**config.mk**
```make
export PLATFORM = sky130hd
export DESIGN_NAME = channel_avg_sequencer
export DESIGN_NICKNAME = d
export VERILOG_FILES = /design/src/rtl/channel_avg_sequencer.sv
export SDC_FILE = /design/constraint.sdc
export NUM_CORES = 1
export LEC_CHECK = 0
export CAP_MARGIN = 20
export CORE_MARGIN = 2
export CORE_UTILIZATION = 55
export CTS_CLUSTER_SIZE = 8
export DETAILED_ROUTE_END_ITERATION = 6
export DONT_BUFFER_PORTS = 1
export PLACE_DENSITY = 0.73
export SETUP_SLACK_MARGIN = 0.1
export SLEW_MARGIN = 30
export SYNTH_ARGS = -nofsm -noshare
export SYNTH_HDL_FRONTEND = slang
export SYNTH_SLANG_ARGS = --single-unit
```
**constraint.sdc**
```tcl
create_clock -name clk -period 7.1 [get_ports clk]
set_input_delay 1.42 -clock clk [delete_from_list [all_inputs] [get_ports clk]]
set_output_delay 1.42 -clock clk [all_outputs]
set_load 0.01 [all_outputs]
```
**src/rtl/channel_avg_sequencer.sv**
```systemverilog
// ============================================================================
// Module      : channel_avg_sequencer
// Description : Accumulates per-channel R/G/B sums and a pixel count over one
//               frame. It then runs three divisions in sequence on an external
//               divider, one per channel, and captures the 8.14 fixed-point
//               averages.
// Revision    : 1.0 - initial release
// ============================================================================
`default_nettype none

module channel_avg_sequencer #(
  parameter int unsigned MAX_PIX = 16384
) (
  input  logic        clk,
  input  logic        reset,
  input  logic        frame_start,
  input  logic        pix_valid,
  input  logic [7:0]  pix_r,
  input  logic [7:0]  pix_g,
  input  logic [7:0]  pix_b,
  input  logic        frame_end,
  output logic        div_start,
  output logic [21:0] intensity,
  output logic [14:0] pixel,
  output logic [1:0]  color,
  input  logic        div_complete,
  input  logic [23:0] quotient,
  output logic [21:0] avg_r,
  output logic [21:0] avg_g,
  output logic [21:0] avg_b,
  output logic        busy,
  output logic        done,
  output logic        empty,
  output logic        ovf,
  output logic        tag_err
);

  localparam logic [14:0] C_MAX_PIX = 15'(MAX_PIX);

  typedef enum logic [2:0] {
    S_IDLE  = 3'd0,
    S_ACCUM = 3'd1,
    S_ISSUE = 3'd2,
    S_WAIT  = 3'd3,
    S_DONE  = 3'd4
  } state_t;

  state_t      r_state;
  logic [21:0] r_sum_r;
  logic [21:0] r_sum_g;
  logic [21:0] r_sum_b;
  logic [14:0] r_count;
  logic [1:0]  r_ch;
  logic        r_div_start;
  logic [21:0] r_intensity;
  logic [14:0] r_pixel;
  logic [1:0]  r_color;
  logic [21:0] r_avg_r;
  logic [21:0] r_avg_g;
  logic [21:0] r_avg_b;
  logic        r_busy;
  logic        r_done;
  logic        r_empty;
  logic        r_ovf;
  logic        r_tag_err;

  logic        w_take;
  logic        w_ovf_hit;
  logic [21:0] w_sum_r_nx;
  logic [21:0] w_sum_g_nx;
  logic [21:0] w_sum_b_nx;
  logic [14:0] w_count_nx;
  logic [21:0] w_sum_sel;
  logic [1:0]  w_q_tag;
  logic [21:0] w_q_avg;

  // A pixel is accepted only while the count is below the cap; beyond that it
  // is dropped and flagged as overflow.
  assign w_take     = pix_valid && (r_count != C_MAX_PIX);
  assign w_ovf_hit  = pix_valid && (r_count == C_MAX_PIX);
  assign w_sum_r_nx = w_take ? (r_sum_r + 22'(pix_r)) : r_sum_r;
  assign w_sum_g_nx = w_take ? (r_sum_g + 22'(pix_g)) : r_sum_g;
  assign w_sum_b_nx = w_take ? (r_sum_b + 22'(pix_b)) : r_sum_b;
  assign w_count_nx = w_take ? (r_count + 15'd1) : r_count;
  assign w_q_tag    = quotient[23:22];
  assign w_q_avg    = quotient[21:0];

  // Pick the sum that belongs to the channel currently being divided
  always_comb begin
    w_sum_sel = r_sum_r;
    case (r_ch)
      2'd1:    w_sum_sel = r_sum_g;
      2'd2:    w_sum_sel = r_sum_b;
      default: w_sum_sel = r_sum_r;
    endcase
  end

  // Frame sequencer: accumulate, issue three divisions, capture results
  always_ff @(posedge clk or posedge reset) begin
    if (reset) begin
      r_state     <= S_IDLE;
      r_sum_r     <= '0;
      r_sum_g     <= '0;
      r_sum_b     <= '0;
      r_count     <= '0;
      r_ch        <= '0;
      r_div_start <= 1'b0;
      r_intensity <= '0;
      r_pixel     <= '0;
      r_color     <= '0;
      r_avg_r     <= '0;
      r_avg_g     <= '0;
      r_avg_b     <= '0;
      r_busy      <= 1'b0;
      r_done      <= 1'b0;
      r_empty     <= 1'b0;
      r_ovf       <= 1'b0;
      r_tag_err   <= 1'b0;
    end else begin
      // Pulses default low; a state below raises them for a single cycle
      r_done      <= 1'b0;
      r_div_start <= 1'b0;
      case (r_state)
        S_IDLE, S_DONE: begin
          if (frame_start) begin
            r_state   <= S_ACCUM;
            r_sum_r   <= '0;
            r_sum_g   <= '0;
            r_sum_b   <= '0;
            r_count   <= '0;
            r_ch      <= '0;
            r_empty   <= 1'b0;
            r_ovf     <= 1'b0;
            r_tag_err <= 1'b0;
            r_busy    <= 1'b1;
          end
        end
        S_ACCUM: begin
          if (frame_start) begin
            // A new frame start discards the partial frame
            r_sum_r   <= '0;
            r_sum_g   <= '0;
            r_sum_b   <= '0;
            r_count   <= '0;
            r_ch      <= '0;
            r_empty   <= 1'b0;
            r_ovf     <= 1'b0;
            r_tag_err <= 1'b0;
          end else begin
            r_sum_r <= w_sum_r_nx;
            r_sum_g <= w_sum_g_nx;
            r_sum_b <= w_sum_b_nx;
            r_count <= w_count_nx;
            if (w_ovf_hit) begin
              r_ovf <= 1'b1;
            end
            if (frame_end) begin
              if (w_count_nx == 15'd0) begin
                // Nothing to divide: report an empty frame straight away
                r_avg_r <= '0;
                r_avg_g <= '0;
                r_avg_b <= '0;
                r_empty <= 1'b1;
                r_busy  <= 1'b0;
                r_done  <= 1'b1;
                r_state <= S_DONE;
              end else begin
                r_ch    <= 2'd0;
                r_state <= S_ISSUE;
              end
            end
          end
        end
        S_ISSUE: begin
          // Operands are held here until the next issue, which keeps them
          // stable for the whole division.
          r_div_start <= 1'b1;
          r_intensity <= w_sum_sel;
          r_pixel     <= r_count;
          r_color     <= r_ch;
          r_state     <= S_WAIT;
        end
        S_WAIT: begin
          if (div_complete) begin
            case (r_ch)
              2'd0:    r_avg_r <= w_q_avg;
              2'd1:    r_avg_g <= w_q_avg;
              default: r_avg_b <= w_q_avg;
            endcase
            if (w_q_tag != r_ch) begin
              r_tag_err <= 1'b1;
            end
            if (r_ch == 2'd2) begin
              r_busy  <= 1'b0;
              r_done  <= 1'b1;
              r_state <= S_DONE;
            end else begin
              // Passing through ISSUE leaves one idle cycle before the next start
              r_ch    <= r_ch + 2'd1;
              r_state <= S_ISSUE;
            end
          end
        end
        default: begin
          r_state <= S_IDLE;
          r_busy  <= 1'b0;
        end
      endcase
    end
  end

  assign div_start = r_div_start;
  assign intensity = r_intensity;
  assign pixel     = r_pixel;
  assign color     = r_color;
  assign avg_r     = r_avg_r;
  assign avg_g     = r_avg_g;
  assign avg_b     = r_avg_b;
  assign busy      = r_busy;
  assign done      = r_done;
  assign empty     = r_empty;
  assign ovf       = r_ovf;
  assign tag_err   = r_tag_err;

endmodule

`default_nettype wire

```
Yosys cells after proc, flatten, opt, wreduce, memory -nomap -nowiden
Cells that the tools add are included.
{"block": "totals", "ff_bits": 197, "input_bits": 54, "out_inout_bits": 111, "word_cells": 139}
{"block": "classes", "addsub": 5, "bitwise_logic": 1, "reduce_logical": 23, "muxes": 66, "n_eq_ne": 26}
{"cell": "$mux W22", "n": 16}
{"cell": "$pmux W22 S2", "n": 7}
{"cell": "$add A22 B8 Y22", "n": 3}
{"cell": "$mux W15", "n": 3}
{"cell": "$pmux W15 S2", "n": 1}
{"cell": "$reduce_and A6 Y1", "n": 4}
{"cell": "$mux W1", "n": 20}
{"cell": "$mux W3", "n": 6}
{"cell": "$ne A2 B2 Y1 const B", "n": 9}
{"cell": "$add A15 B1 Y15 const B", "n": 1}
{"cell": "$eq A15 B15 Y1 const B", "n": 1}
{"cell": "$logic_not A15 Y1", "n": 1}
{"cell": "$ne A15 B15 Y1 const B", "n": 1}
{"cell": "$ne A3 B3 Y1 const B", "n": 5}
{"cell": "$mux W2", "n": 6}
{"cell": "$pmux W3 S4", "n": 1}
{"cell": "$reduce_and A4 Y1", "n": 3}
{"cell": "$pmux W1 S2", "n": 4}
{"cell": "$reduce_and A7 Y1", "n": 1}
{"cell": "$eq A3 B2 Y1 const B", "n": 2}
{"cell": "$ne A2 B1 Y1 const B", "n": 3}
{"cell": "$pmux W2 S3", "n": 1}
{"cell": "$reduce_and A3 Y1", "n": 2}
{"cell": "$reduce_bool A2 Y1", "n": 3}
{"cell": "15 further kinds", "n": 17}

Logic depth before layout (Yosys ltp)
{"block": "logic_depth", "ltp_word": 8, "mapped_depth": 11, "mapped_depth_nobuf": 9}

Worst setup path before layout
OpenSTA, ideal clock, no wires.
{"block": "synth_timing", "kind": "input to register", "start": "input pix_g[0]", "end": "register r_sum_g[12]", "path_stages": 10, "t_required_ns": 7.022, "setup_slack_ns": 3.765, "n_path_buf": 1, "arrival_time_ns": 3.257, "setup_time_ns": 0.078, "path_cell_list": "ha_1 -> inv_1 -> fa_1 -> nor2b_1 -> o21ai_0 -> nand2b_1 -> a311oi_1 -> clkbuf_1 -> or4_1 -> a21oi_1"}
{"block": "synth_via", "elab_chain_cells": 4}
{"element": "from (decl)", "line_no": "19", "source": "input logic [7:0] pix_g,"}
{"element": "$add A22 B8 Y22", "line_no": "82", "source": "assign w_sum_g_nx = w_take ? (r_sum_g + 22'(pix_g)) : r_sum_g;"}
{"element": "$mux W22", "line_no": "82"}
{"element": "$mux W22", "line_no": "139", "source": "if (frame_start) begin"}
{"element": "$pmux W22 S2", "line_no": "123", "source": "case (r_state)"}
{"element": "to (signal assigned)", "line_no": "151", "source": "r_sum_g <= w_sum_g_nx;"}
{"element": "to (decl)", "line_no": "50", "source": "logic [21:0] r_sum_g;"}
No other way between the ends. The select of a mux whose other input is x is not followed.
A chain may end at the register's enable or synchronous reset.

Worst setup path in the final report
{"block": "layout_timing", "start": "input frame_start", "end": "register r_sum_g[20]"}
{"block": "layout_via", "elab_chain_cells": 2, "elab_cells_between_ends": 5, "classes_between": "eq/ne: 2; mux: 2; reduce/logical: 1"}
{"element": "from (decl)", "line_no": "16", "source": "input logic frame_start,"}
{"element": "$ne A3 B3 Y1 (no source line) (tied with other cells)"}
{"element": "$reduce_and A3 Y1 (no source line) or $pmux W22 S2 (tied branches)"}
Parallel ways exist; a longest one is shown, timed or not.

==> metrics.cfg <==
[run_status]
status = finished clean

[hold_path]
hold_end = r_sum_g[3]
hold_depth = 2
hold_path.class = reg2reg
holdCritStartpoint = r_sum_g[3]

[final_layout]
fin_area_sq_um = 11370
nFillCells = 1691
final_cells = 1403
synthToLayoutAreaGrowth_pct = 6.221
final_core_util_pct = 58.98
final_nets = 1211
drive_gt1_share_pct = 6.591
diodes = 0

[placed_design]
place_area_sq_um = 10730
pre_cts_slack_ps = 3219
placed_cells = 1371
place_congestion = 0.8534
port_buffers = 0
hpwl_microns = 17660

[detailed_routing]
firstDrtPassIters = 6
wl_per_cell_microns = 19.06
drtIter0Drc = 738
drc_errors = 0
via_per_inst = 6.287
vias = 8820
drtAntennaViolNets = 0
drt_wl_total_microns = 26740

[worst_setup_path]
r2r_start = r_state[0]
cp-start-kind = input port
path_cells = nand2b_1, a21o_1, o21ai_1, buf_4, nand4_1, or4_1, a21oi_1
critical_path_class = in2reg
crit_start = frame_start
rrSetupSlack_ps = 3830
crit_fanout = 24
endpoint_kind = register
rr_worst_depth = 7
cp_slowest_stage_delay_ps = 750
cp_slowest_cell = or4_1
cp.required_ps = 7470
r2r_end = r_sum_g[20]
cp_data_arrival_time_ps = 3820

[yosys]
ys_seq_area_share_pct = 46.07
yosys_most_used_dff = dfrtp_1
async_reset_ff_share_pct = 100.0
syn_inst = 1182
synth-simple-area-share_pct = 17.95
synth_mux_area_share_pct = 0.3742
synth_xor_area_share_pct = 2.865
syn_area_sq_um = 10700
syn_nets = 1268
synth_compound_area_share_pct = 24.19
synth_top_cell_by_area = dfrtp_1
synth_top_area_share_pct = 46.07
synth_edf_count = 0
synth-adder-area-share_pct = 3.952
synth.distinct_cells = 68
ys.warnings.count = 0
synth_top_family_by_area = compound AO/OA/AOI/OAI gates
ys_ff_latch = 197
avgSynthCellArea_sq_um = 9.053
synth_area_leaders = dfrtp_1 46%, nand2_1 7.7%, o21ai_0 6.9%, a22oi_1 6.2%, ha_1 3.4%

[power_and_ir_drop]
total_power_mw = 4.238
p_clk_share_pct = 23.6
p_sw_share_pct = 42.80
seqPwrFrac_pct = 44.9
comb_power_share_pct = 31.5
power.leakage_nw = 4.846
powerDensity_nw_per_um2 = 372.9
peakVddDrop_mv = 0.2433
intPower_mw = 2.424
p_switching_mw = 1.814

[clock_network]
cts_max_level = 4
postCtsSetupRepairBufs = 0
cts_num_sinks = 197
cts_buffer_depth = 2
numCtsBuffers = 17
cts_root_buffer = clkbuf_16
ctsHoldBuffers = 0
cts_resized = 0
insertion_delay_ps = 450
cts_tree = done
clkTransAtPathRegs_ps = 80

[floorplan]
chipHeight_microns = 143.5
dieArea_sq_um = 20590
rows = 51
io_pins = 165
start_util_pct = 55.53
core-area_sq_um = 19270
dieWidth_microns = 143.5

[timing]
finClkSkew_ps = 15.78
final-hold-violation-count = 0
worst-slew-pin-transition_ps = 989.1
hold_ws_ps = 518.7
slew_violations = 0
layout_worst_path_cycle_share_pct = 48.69
setup_viol = 0
layout_min_cycle_time_ps = 3457
worst_slack_ps = 3643
tns_ps = 0
timing.fmax_mhz = 289.3
relSlewSlack_pct = 34.06
rsz0062_at_grt = false

[global_routing]
overflow = 0
grt_start_max_net_pins = 140
grtUsageTotal_pct = 25.98
antenna_found_initial = 0
grt_pass1_wl_microns = 42570
grt_pass1_vias = 8151

[job]
max-cap-violations = 0

worst max-delay path by stage:
stage	endpoint	slack (ps)
after floorplan	avg_b[0]	310
after global placement	r_sum_g[16]	3370
after detailed placement	r_sum_g[13]	3220
after CTS	r_sum_g[13]	3670
after global routing	r_sum_g[17]	3420
final	r_sum_g[20]	3640
per-layer routing:
metal	global-route usage, %	vias up	routed length [microns]	share of wire, %
li1	-	4182	-	-
met1	35.47	4293	11530	43
met2	41.15	300	12850	48
met3	5.865	45	1739	6.5
met4	8.669	0	626	2.3
met5	0	-	0	0
kinds of logic (layout without fill, tap and decap cells):
group / after synthesis / count (layout)
muxes: 4 / 4
DFF: 197 / 197
AOI/OAI and AO/OA: 404 / 404
and+or+nand+nor: 399 / 399
buffers and inverters: 111 / 67
adders and majority gates: 32 / 32
xor gates and xnor gates: 35 / 35
registers in the layout, indices dropped and copies added, names as in the netlist, 2 cells and up:
name       count
pixel         15
intensity     22
r_sum_g       22
color          2
r_state        3
r_ch           2
r_count       15
avg_g         22
avg_r         22
r_sum_r       22
r_sum_b       22
avg_b         22
cell usage in the layout, fill, tap and decap left out, drive strengths merged, types with 7 or more instances in the layout:
cell type / netlist / final
clkbuf: 61 / 17
clkinv: 0 / 8
nand4: 17 / 17
or4: 16 / 16
xnor2: 15 / 15
o21ai: 173 / 173
buf: 25 / 10
a22oi: 88 / 88
nand3: 18 / 18
ha: 29 / 29
nand2b: 9 / 9
a21o: 12 / 12
o211ai: 7 / 7
nor2: 41 / 41
and4: 8 / 8
o31ai: 19 / 19
dfrtp: 197 / 197
or3: 13 / 13
and3: 16 / 16
inv: 25 / 31
nor3: 9 / 9
xor2: 20 / 20
a31oi: 10 / 10
nand2: 220 / 220
a21oi: 42 / 42
power by group through the flow:
stage	logic, mW	registers, mW	clock network [mW]
after detailed placement	1.33	1.92	0
after floorplan	1.08	1.79	0
after global placement	1.28	1.91	0
final	1.33	1.90	1.00
after global routing	1.52	1.95	1.07
after CTS	1.34	1.90	1.02
critical path, delay by kind of cell:
kind / cells / cell delay [ps]
AOI/OAI and AO/OA: 3 / 540
buffers and inverters: 1 / 290
and+or+nand+nor: 3 / 1570
Yosys cell counts (5+ instances only):
cell type,number
a21o_1,12
a21oi_1,42
a22o_1,6
a22oi_1,88
a31oi_1,9
and2_1,6
and3_1,16
and4_1,8
buf_2,12
buf_6,6
clkbuf_1,61
dfrtp_1,197
ha_1,29
inv_1,25
nand2_1,220
nand2b_1,9
nand3_1,17
nand4_1,17
nor2_1,40
nor2b_1,5
nor3_1,9
o211ai_1,7
o21a_1,6
o21ai_0,148
o21ai_1,16
o21ai_2,9
o22ai_1,6
o31ai_1,19
o41ai_1,5
or3_1,13
or4_1,14
xnor2_1,15
xor2_1,20
layout make-up:
class                           instances  area (sq um)  area share, %
Timing Repair Buffer                   10         75.07         0.6605
Inverter                               25         106.4         0.9357
Clock inverter                         15         200.2          1.761
Clock buffer                           17         425.4          3.743
Sequential cell                       197          4930          43.37
Multi-Input combinational cell        874          5298          46.61
Tap cell                              265         331.6          2.917
(Power assumes the default switching activity.)
